[config.mk]
export PLATFORM = sky130hd
export DESIGN_NAME = seq_loader
export DESIGN_NICKNAME = d
export VERILOG_FILES = /design/src/rtl/seq_loader.sv
export SDC_FILE = /design/constraint.sdc
export NUM_CORES = 1
export LEC_CHECK = 0
export ABC_AREA = 1
export BUFFER_PORTS_ARGS = -buffer_cell sky130_fd_sc_hd__buf_2
export CORE_UTILIZATION = 56
export CTS_CLUSTER_SIZE = 20
export DETAILED_ROUTE_END_ITERATION = 8
export PLACE_DENSITY = 0.83
export RECOVER_POWER = 100
export SETUP_SLACK_MARGIN = 0.4
export SLEW_MARGIN = 20
export SYNTH_ARGS = -nofsm -noshare
export SYNTH_HDL_FRONTEND = slang
export SYNTH_SLANG_ARGS = --single-unit
[constraint.sdc]
create_clock -name clk -period 2.1 [get_ports clk]
set_input_delay 0.105 -clock clk [delete_from_list [all_inputs] [get_ports clk]]
set_output_delay 0.105 -clock clk [all_outputs]
set_load 0.05 [all_outputs]
[src/rtl/seq_loader.sv]
`default_nettype none
// ============================================================================
// Module   : seq_loader
// Turns a captured load word into preset/clear pulse pairs, in parallel or group by group.
// Revision : 1.0
// ============================================================================
module seq_loader #(
    parameter int WIDTH     = 16,
    parameter int PULSE_CYC = 2,
    parameter int GROUPS    = 4
) (
    input  logic                 clk,
    input  logic                 rst,
    input  logic                 permit,
    input  logic                 mode,
    input  logic [WIDTH-1:0]     values,
    output logic [2*WIDTH-1:0]   out,
    output logic                 busy,
    output logic                 done
);

    localparam int GW  = WIDTH / GROUPS;
    localparam int GIW = (GROUPS > 1) ? $clog2(GROUPS) : 1;
    localparam int CW  = (PULSE_CYC > 1) ? $clog2(PULSE_CYC) : 1;

    typedef enum logic [1:0] {
        S_IDLE  = 2'd0,
        S_PULSE = 2'd1,
        S_GAP   = 2'd2,
        S_DONE  = 2'd3
    } state_t;

    state_t             state_q;
    logic [WIDTH-1:0]   word_q;
    logic               mode_q;
    logic [GIW-1:0]     g_q;
    logic [CW-1:0]      cnt_q;
    logic [2*WIDTH-1:0] out_q;
    logic               busy_q;
    logic               done_q;

    logic [GIW-1:0]     next_g_d;
    logic [2*WIDTH-1:0] load_pat_d;
    logic [2*WIDTH-1:0] next_pat_d;

    // Inactive bits stay 00; active bits get preset for a 1 and clear for a 0.
    function automatic logic [2*WIDTH-1:0] pairs(input logic [WIDTH-1:0] w,
                                                 input logic staged,
                                                 input logic [GIW-1:0] grp);
        logic [2*WIDTH-1:0] p;
        p = '0;
        for (int i = 0; i < WIDTH; i++) begin
            if (!staged || ((i / GW) == int'(grp))) begin
                p[2*i+1] = w[i];
                p[2*i]   = ~w[i];
            end
        end
        return p;
    endfunction

    always_comb begin
        next_g_d   = g_q + 1'b1;
        load_pat_d = pairs(values, mode, '0);
        next_pat_d = pairs(word_q, mode_q, next_g_d);
    end

    always_ff @(posedge clk or posedge rst) begin
        if (rst) begin
            state_q <= S_IDLE;
            word_q  <= '0;
            mode_q  <= 1'b0;
            g_q     <= '0;
            cnt_q   <= '0;
            out_q   <= '0;
            busy_q  <= 1'b0;
            done_q  <= 1'b0;
        end else begin
            case (state_q)
                S_IDLE: begin
                    done_q <= 1'b0;
                    busy_q <= 1'b0;
                    if (permit) begin
                        word_q  <= values;
                        mode_q  <= mode;
                        g_q     <= '0;
                        cnt_q   <= '0;
                        out_q   <= load_pat_d;
                        busy_q  <= 1'b1;
                        state_q <= S_PULSE;
                    end
                end
                S_PULSE: begin
                    if (cnt_q == CW'(PULSE_CYC - 1)) begin
                        out_q   <= '0;
                        state_q <= S_GAP;
                    end else begin
                        cnt_q <= cnt_q + 1'b1;
                    end
                end
                S_GAP: begin
                    if (mode_q && (g_q < GIW'(GROUPS - 1))) begin
                        g_q     <= next_g_d;
                        cnt_q   <= '0;
                        out_q   <= next_pat_d;
                        state_q <= S_PULSE;
                    end else begin
                        done_q  <= 1'b1;
                        state_q <= S_DONE;
                    end
                end
                S_DONE: begin
                    done_q  <= 1'b0;
                    busy_q  <= 1'b0;
                    state_q <= S_IDLE;
                end
                default: state_q <= S_IDLE;
            endcase
        end
    end

    assign out  = out_q;
    assign busy = busy_q;
    assign done = done_q;

endmodule
`default_nettype wire

# Yosys cells after proc, flatten, opt, wreduce, memory -nomap -nowiden
# Index checks and enable logic that the tools add are counted.
# op_classes
n_eq_ne	10
n_mul	0
add_sub_neg	2
shift	0
muxes	47
n_bitwise	32
order_cmp	1
reduce_logical	19
div_mod_pow	0
# ops
operator	count
32-bit 2-to-1 mux	3
32-bit case mux with 3 select lines	1
2-bit 2-to-1 mux	33
1-bit inverter	32
2-bit inequality test, second input constant	4
2-bit case mux with 4 select lines	1
2-bit AND reduction	3
3-bit AND reduction	2
2-bit nonzero test	3
1-bit 2-to-1 mux	5
2-bit == test, first input constant	2
2-bit == test, second input constant	2
2-bit logical NOT	2
1-bit logical OR	4
1-bit case mux with 2 select lines	2
2-bit case mux with 2 select lines	1
4-bit AND reduction	1
1-bit case mux with 3 select lines	1
3-bit nonzero test	1
2-bit by 1-bit adder with 2-bit output, second input constant	1
1-bit by 2-bit == test with 1-bit output, first input constant	1
2-bit by 1-bit == test with 1-bit output, second input constant	1
2-bit < comparator, second input constant	1
2-bit OR reduction	1
other kinds (3)	3
# totals
romBits	0
out_inout_bits	34
in_bits	20
latchBits	0
n_memories	0
ff_bits	56
ramBits	0

# Depth between registers and ports, before layout
# Gate-level depths: netlist (run 1).
# depth
ltp_word	6
ltp_mapped	10
ltp_nobuf	8

# Least setup slack after synthesis (run 1)
# No wires, ideal clock.
# synth_path
kind	register -> register
from	reg state_q[0]
to	reg out_q[10], in the netlist out[10]
required_time_ps	1979
synth_period_minus_slack_ps	1536
t_arrival_ps	1415
setup_time_ps	121
stages_incl_launch_ff	11
setup_slack_ps	564
path_cell_list	dfrtp_1 > inv_1 > ha_1 > buf_2 > nand2_2 > buf_2 > nor2_1 > nand2_1 > nand2_1 > nand2_1 > nand2_1
# synth_via
elab_chain_len	3
# synth_lines
element	line	rtl
from (decl)	33	state_t state_q;
from (signal assigned)	69	state_q <= S_IDLE;
from (signal assigned)	89	state_q <= S_PULSE;
from (signal assigned)	95	state_q <= S_GAP;
2-bit == test (tied with other cells)	78	case (state_q)
2-bit inequality test (no line) / 3-bit nonzero test (equally long branches)	n/a	
4-bit AND reduction (no line)	n/a	
to (signal assigned)	87	out_q <= load_pat_d;
to (signal assigned)	104	out_q <= next_pat_d;
to (decl)	38	logic [2*WIDTH-1:0] out_q;
# Several ways; a longest one is shown, not always the timed one.
# A chain may end at the register's enable or synchronous reset.

# Worst setup path after layout (run 1)
# layout_path
from	reg state_q[0]
to	reg out_q[28], in the netlist out[28]
# Same word-level chain as after synthesis.

==> results by group, run 1 <==
Run status
  • Outcome: finished, final reports clean

Logic synthesis
  • Largest area contributor in the netlist: dfrtp_1
  • Cells after synthesis: 427
  • Count of different cell masters after synthesis: 22
  • Syn avg cell area: 7.37 sq um
  • Net Count, Synth: 457
  • Ys Warns: 0
  • Synth area leaders: dfrtp_1, nand2_1, inv_1, o21bai_1, ha_1
  • Sequential share of the synthesized area: 0.445
  • Yosys reg bits: 56
  • Yosys top cell area share: 0.445
  • Mapped Area: 0.00315 sq mm

Die
  • Boundary pin count: 54
  • Die W: 77.0 um
  • Die ar.: 0.00592 sq mm
  • Initial core utilization: 0.597
  • Core Area: 0.00527 sq mm
  • DIE HEIGHT: 77.0 um
  • Placement Rows: 26

Timing
  • Slew Limit Fails: 0
  • Fin Setup TNS: 0 ns
  • RSZ-0062 raised after global routing: false
  • Highest clock rate: 540 MHz
  • Max-slew headroom: 0.381
  • Fin. Hold Viols: 0
  • Smallest setup slack after layout: 0.249 ns
  • Tightest Pin Transition: 0.928 ns
  • Worst Skew: 0.00629 ns
  • Minimum clock period: 1.85 ns
  • Final Cycle Share: 0.881
  • Setup-failing EPs final: 0

Global route
  • Vias in the first global route: 2681
  • Largest net degree at the start of global routing: 37
  • Global-route wire length before repair: 11800 um
  • Overall Global Routing Usage: 0.252
  • GRT overflow: 0
  • Initial antenna violation count: 0

Clocking
  • Worst-skew pair later-pin latency: 0.31 ns
  • # H-tree levels: 2
  • Clock Tree Buf Depth: 2
  • Clock Pin Slew Worst Setup and Hold Paths: 0.09 ns
  • CTS root buffer: clkbuf_8
  • TritonCTS clock tree: yes
  • CTS Buf Count: 5
  • CTS sink count: 56

Final layout
  • Filler cell count: 487
  • Storage element area: 0.00140 sq mm
  • Layout area overhead: 14.7%
  • Most frequent cells in the layout: nand2_1, inv_1, dfrtp_1, clkbuf_1, o21bai_1
  • Diodes inserted: 0
  • Layout cell share with drive strength beyond 1: 0.105
  • Non-filler cells, final: 558
  • Final core utilization: 0.685
  • Area of the multi-input gates: 0.00142 sq mm
  • Most common cell after layout, fill and taps aside: nand2_1
  • Nets: 518

Detailed routing
  • Initial DRC count: 213
  • # DRC: 0
  • DR vias/cell: 5.08
  • 1st-pass router iterations: 6
  • Drt wl/cell: 12.7 um
  • Number of vias in the routed layout: 2836
  • Final WL: 7090 um
  • Antenna Nets Post-Route: 0

Hold path
  • Hold endpoint: busy$_DFFE_PP0N_
  • Worst Hold Depth: 3
  • Hold path startpoint: permit
  • Hold WC Path Type: primary input to flip-flop

Critical path
  • Crit path max fanout: 18
  • Crit. End Element: flip-flop
  • CP required: 2.30 ns
  • R2R depth: 8
  • R2R Path Start: state_q[0]$_DFFE_PP0P_
  • CP Data Arrival Time: 2.05 ns
  • R2r endpoint: out[28]$_DFFE_PP0P_
  • CP Launch Type: flip-flop
  • R2R setup slack: 0.25 ns
  • CP Class: flip-flop to flip-flop

Pwr
  • P per Cell Area: 1650 mW/mm^2
  • Max IR drop VDD: 0.924 mV
  • Power Total: 5.97 mW
  • Leak: 2.14 nW

Job
  • # Max-Cap Violations: 0

Placement
  • Input/output buffers: 53
  • Placed Cells: 540
  • Final HPWL DP: 4390 um
  • Placer Congestion: 0.834
  • Pre-CTS setup slack: 0.262 ns
==> worst max-delay path by stage <==
| stage | start | cells past startpoint | to |
|---|---|---|---|
| finish | state_q[0]$_DFFE_PP0P_ | 8 | out[28]$_DFFE_PP0P_ |
| global route | state_q[0]$_DFFE_PP0P_ | 8 | out[28]$_DFFE_PP0P_ |
| CTS | state_q[0]$_DFFE_PP0P_ | 7 | out[27]$_DFFE_PP0P_ |
| detailed placement | state_q[0]$_DFFE_PP0P_ | 7 | out[27]$_DFFE_PP0P_ |
| global placement | state_q[0]$_DFFE_PP0P_ | 7 | out[27]$_DFFE_PP0P_ |
| floorplan | state_q[0]$_DFFE_PP0P_ | 10 | out[10]$_DFFE_PP0P_ |
==> report_power, final <==
| part | switching (mW) | internal [mW] |
|---|---|---|
| logic | 2.55 | 1.06 |
| registers | 0.283 | 1.51 |
| clock network | 0.335 | 0.228 |
==> Yosys cell counts <==
cell type,n
nand2_1,172
inv_1,65
dfrtp_1,56
o21bai_1,32
nand3_1,23
o21ai_0,21
nor2_1,18
buf_2,10
ha_1,10
buf_4,3
clkbuf_1,3
nand2_2,2
nand2_4,2
nor2_4,2
buf_6,1
clkinv_1,1
inv_2,1
mux2_2,1
nand3b_1,1
o21a_1,1
o21ai_2,1
o31ai_1,1
==> worst max-delay path: stages (launching register included) <==
cell and delay [ns]:
dfrtp_1 0.42, clkbuf_1 0.13, ha_1 0.21, inv_1 0.11, o21ai_4 0.08, buf_4 0.16, clkbuf_2 0.31, o21bai_1 0.25
nand2_1 0.07
==> flip-flops by register name, summed over array words and instances, names as in the netlist <==
register,flops
out,32
word_q,16
g_q,2
state_q,2
busy,1
cnt_q,1
done,1
mode_q,1
==> logic make-up after synthesis <==
kind of cell,Yosys count,synth area share
flip-flops,56,0.445
AND/OR/NAND/NOR,220,0.284
multiplexers,1,0.00358
AO/OA/AOI/OAI,56,0.117
buffers and inverters,84,0.110
adder cells (fa/ha/maj),10,0.0398
==> layer usage <==
layer / GRT usage / vias to the layer above / wire length [um]
li1: - / 1412 / -
met3: 0.0357 / 11 / 370
met4: 0.0865 / 0 / 93
met1: 0.313 / 1318 / 3090
met2: 0.446 / 95 / 3540
met5: 0 / - / 0
==> stage by stage <==
step | instance area, sq um | hold WS [ns]
global placement | 3460 | 0.163
detailed placement | 3460 | 0.171
floorplan | 3150 | 0.252
finish | 3610 | 0.0622
global route | 3610 | 0.0740
CTS | 3590 | 0.0510
==> layout make-up <==
| class | instances | area share |
|---|---|---|
| Clock inverter | 1 | 0.00139 |
| Clock buffer | 6 | 0.0201 |
| Inverter | 67 | 0.0704 |
| Tap cell | 70 | 0.0243 |
| Multi-Input combinational cell | 288 | 0.394 |
| Timing Repair Buffer | 70 | 0.101 |
| Sequential cell | 56 | 0.388 |
==> what timing repair did <==
action,4_1_cts,5_1_grt
pin swaps,1,3
resized for setup,8,3
cloned,1,1
endpoints found under the setup margin,33,34
endpoints found under the hold margin,23,0
setup buffers,0,8
hold buffers,1,0
No activity file was read; power rests on OpenSTA's default activity.
==> run 2, diff against run 1 <==
ABC_AREA = unset   (was 1)
CORE_UTILIZATION = 55   (was 56)
PLACE_DENSITY = 0.82   (was 0.83)
==> results by group, run 2 <==
Logic synthesis
  • Synth area leaders: dfrtp_1, mux2_4, mux2_2, ha_1, a32o_1
  • Top cells by count, synth: dfrtp_1, mux2_4, mux2_2
  • Multiplexer area fraction after synthesis: 0.233 (+0.229)
  • Synth Area in Adders: 0.0431 (+0.00338)
  • Count leader, synth: dfrtp_1
  • Complex-gate fraction of the synthesized area: 0.140 (+0.0229)
  • Post-synth EDFFs: 0 (unchanged)
  • Yosys reg bits: 56 (unchanged)
  • Synth Flop Type: dfrtp_1
  • Ys Warns: 0 (unchanged)
  • Yosys top cell area share: 0.483 (+0.0378)
  • Count of different cell masters after synthesis: 28 (+27%)
  • Async SR Flop Fraction: 1.00 (unchanged)
  • Post-synthesis xor/xnor area fraction: 0 (unchanged)
  • Largest family of logic cells by synthesized area: multiplexers
  • Net Count, Synth: 246 (-46%)
  • Post-Synth Simple-Gate Area: 0.0591 (-0.225)
  • Sequential share of the synthesized area: 0.483 (+0.0378)
  • Mapped Area: 0.00290 sq mm (-7.8%)
  • Cells after synthesis: 216 (-49%)
  • Syn avg cell area: 13.4 sq um (+82%)
  • Largest area contributor in the netlist: dfrtp_1

Die
  • Die ar.: 0.00557 sq mm (-6.0%)
  • Placement Rows: 26 (unchanged)
  • Boundary pin count: 54 (unchanged)
  • Core Area: 0.00511 sq mm (-3.1%)
  • Initial core utilization: 0.568 (-0.0292)
  • Die W: 74.6 um (-3.0%)
  • DIE HEIGHT: 74.6 um (-3.0%)

Placement
  • Placer Congestion: 0.698 (-16%)
  • Final HPWL DP: 3880 um (-11%)
  • Input/output buffers: 53 (unchanged)

Global route
  • Overall Global Routing Usage: 0.243 (-0.00928)
  • Vias in the first global route: 2008 (-25%)
  • GRT overflow: 0 (unchanged)
  • Largest net degree at the start of global routing: 57 (+54%)
  • Global-route wire length before repair: 9920 um (-16%)
  • Initial antenna violation count: 0 (unchanged)

Final layout
  • Diodes inserted: 0 (unchanged)
  • Layout cell share with drive strength beyond 1: 0.322 (+0.217)
  • Nets: 317 (-39%)
  • Filler cell count: 389 (-20%)
  • Final core utilization: 0.688 (+0.00319)
  • Max FFs per register: 32 (unchanged)
  • Layout area overhead: 21.1%
  • Most frequent cells in the layout: dfrtp_1, clkbuf_1, mux2_1, buf_2, mux2_2
  • Most common cell after layout, fill and taps aside: dfrtp_1

Detailed routing
  • Number of vias in the routed layout: 2057 (-27%)
  • Final WL: 6430 um (-9.3%)
  • Drt wl/cell: 18.1 um (+42%)
  • Initial DRC count: 158 (-26%)
  • # DRC: 0 (unchanged)
  • 1st-pass router iterations: 4 (-2)
  • Antenna Nets Post-Route: 0 (unchanged)
  • DR vias/cell: 5.78 (+14%)

Clocking
  • Cts hold-fix bufs: 0 (-1)
  • CTS sink count: 56 (unchanged)
  • CTS Buf Count: 5 (unchanged)
  • Worst-skew pair later-pin latency: 0.31 ns (about the same)
  • TritonCTS clock tree: yes
  • CTS root buffer: clkbuf_8
  • # H-tree levels: 2 (unchanged)
  • Clock Pin Slew Worst Setup and Hold Paths: 0.10 ns (about the same)
  • Clock Tree Buf Depth: 2 (unchanged)

Critical path
  • CP required: 2.30 ns (about the same)
  • Crit path max fanout: 6 (-12)
  • Crit. End Element: flip-flop
  • CP Launch Type: flip-flop
  • CP Data Arrival Time: 2.18 ns (+0.13 ns)
  • CP Class: flip-flop to flip-flop

Job
  • # Max-Cap Violations: 0 (unchanged)

Pwr
  • Flop pwr share: 0.281 (-0.020)
  • Clock power frac: 0.105 (+0.011)
  • Psw: 2.87 mW (-9.2%)
  • Leak: 1.64 nW (-23%)
  • Comb pwr share: 0.615 (+0.010)
  • P per Cell Area: 1860 mW/mm^2 (+12%)
  • Cell internal pwr: 3.66 mW (+31%)
  • Max IR drop VDD: 0.953 mV (+3.2%)
  • Net Sw Frac: 0.440 (-0.0906)

Timing
  • RSZ-0062 raised after global routing: true
  • Tightest Pin Transition: 1.38 ns (+0.449 ns)
  • Worst Skew: 0.00548 ns (-0.000811 ns)
  • Highest clock rate: 505 MHz (-6.5%)
  • Slew Limit Fails: 0 (unchanged)
  • Max-slew headroom: 0.0822 (-0.299)
  • Minimum clock period: 1.98 ns (+0.129 ns)
  • Fin. Hold Viols: 0 (unchanged)
  • Final Cycle Share: 0.943 (+0.0613)
  • Fin Setup TNS: 0 ns (unchanged)
  • Setup-failing EPs final: 0 (unchanged)

Hold path
  • Hold WC Path Type: primary input to flip-flop

Run status
  • Outcome: finished, final reports clean
-- run 2: changes by cell type after synthesis, moves of 11 or more --
cell / previous run / this run
o21ai_0: 21 / 3
nor2_1: 18 / 7
mux2_4: 0 / 30
nand3_1: 23 / 0
o21bai_1: 32 / 0
o32ai_1: 0 / 13
nand2_1: 172 / 6
inv_1: 65 / 10
mux2_2: 1 / 20
a32o_1: 0 / 12
-- run 2: power by group through the flow --
stage / logic, mW / clock network, mW / registers [mW]
after floorplan: 2.26 / 0 / 2.51
after global placement: 3.53 / 0 / 1.80
after detailed placement: 3.62 / 0 / 1.83
after CTS: 4.20 / 0.692 / 1.80
after global routing: 4.29 / 0.734 / 1.89
final: 4.02 / 0.684 / 1.83
-- run 2: final cells by class --
type	count	area, sq um	area share
Clock inverter	1	30.0	0.00855
Sequential cell	56	1400	0.399
Tap cell	70	87.6	0.0249
Timing Repair Buffer	79	495	0.141
Multi-Input combinational cell	135	1390	0.395
Inverter	10	40.0	0.0114
Clock buffer	5	68.8	0.0196
-- run 2: stage by stage --
step           power, mW  worst slack, ns  hold WS [ns]  instance area [sq um]  instances
2_1_floorplan       4.77            0.135         0.250                   2920        216
3_3_place_gp        5.33            0.140         0.339                   3260        332
3_5_place_dp        5.44           0.0379         0.341                   3260        332
4_1_cts             6.69            0.200       0.00902                   3560        350
5_1_grt             6.91           0.0607        0.0468                   3510        356
6_report            6.53            0.120        0.0452                   3510        356
-- run 2: path summary, 6_finish.rpt --
kind / from / to / slack [ns] / cells past startpoint
min: values[1] / word_q[1]$_DFFE_PP0P_ / 0.05 / 2
max: state_q[0]$_DFFE_PP0P_ / out[26]$_DFFE_PP0P_ / 0.12 / 6
max in group asynchronous: rst / state_q[0]$_DFFE_PP0P_ / 0.93 / 3
max reg2reg: state_q[0]$_DFFE_PP0P_ / out[26]$_DFFE_PP0P_ / 0.12 / 6
min in group asynchronous: rst / out[10]$_DFFE_PP0P_ / 0.24 / 3
min reg2reg: out[31]$_DFFE_PP0P_ / out[31]$_DFFE_PP0P_ / 0.49 / 1
-- run 2: routing by layer --
layer / share of wire / GRT usage
met5: 0 / 0
met4: 0.012 / 0.0713
met2: 0.51 / 0.396
met1: 0.43 / 0.324
met3: 0.043 / 0.0576
-- run 2: kinds of logic after synthesis --
kind of cell    count (synthesis)
compound gates                 44
fa+ha+maj                      10
buf+inv                        25
flops                          56
mux                            50
simple gates                   31
-- run 2: repair_timing --
item,in CTS,in global routing
setup endpoints to repair,34,33
endpoints found under the hold margin,0,0
pin swaps,4,3
gates cloned,2,1
gates resized for setup,20,7
setup buffers,10,5
-- run 2: worst max-delay path, stage by stage (launching register included) --
cell	delay (ns)
dfrtp_2	0.50
ha_4	0.19
nor2b_4	0.14
a2111oi_4	0.34
buf_4	0.23
clkbuf_16	0.15
mux2_1	0.32
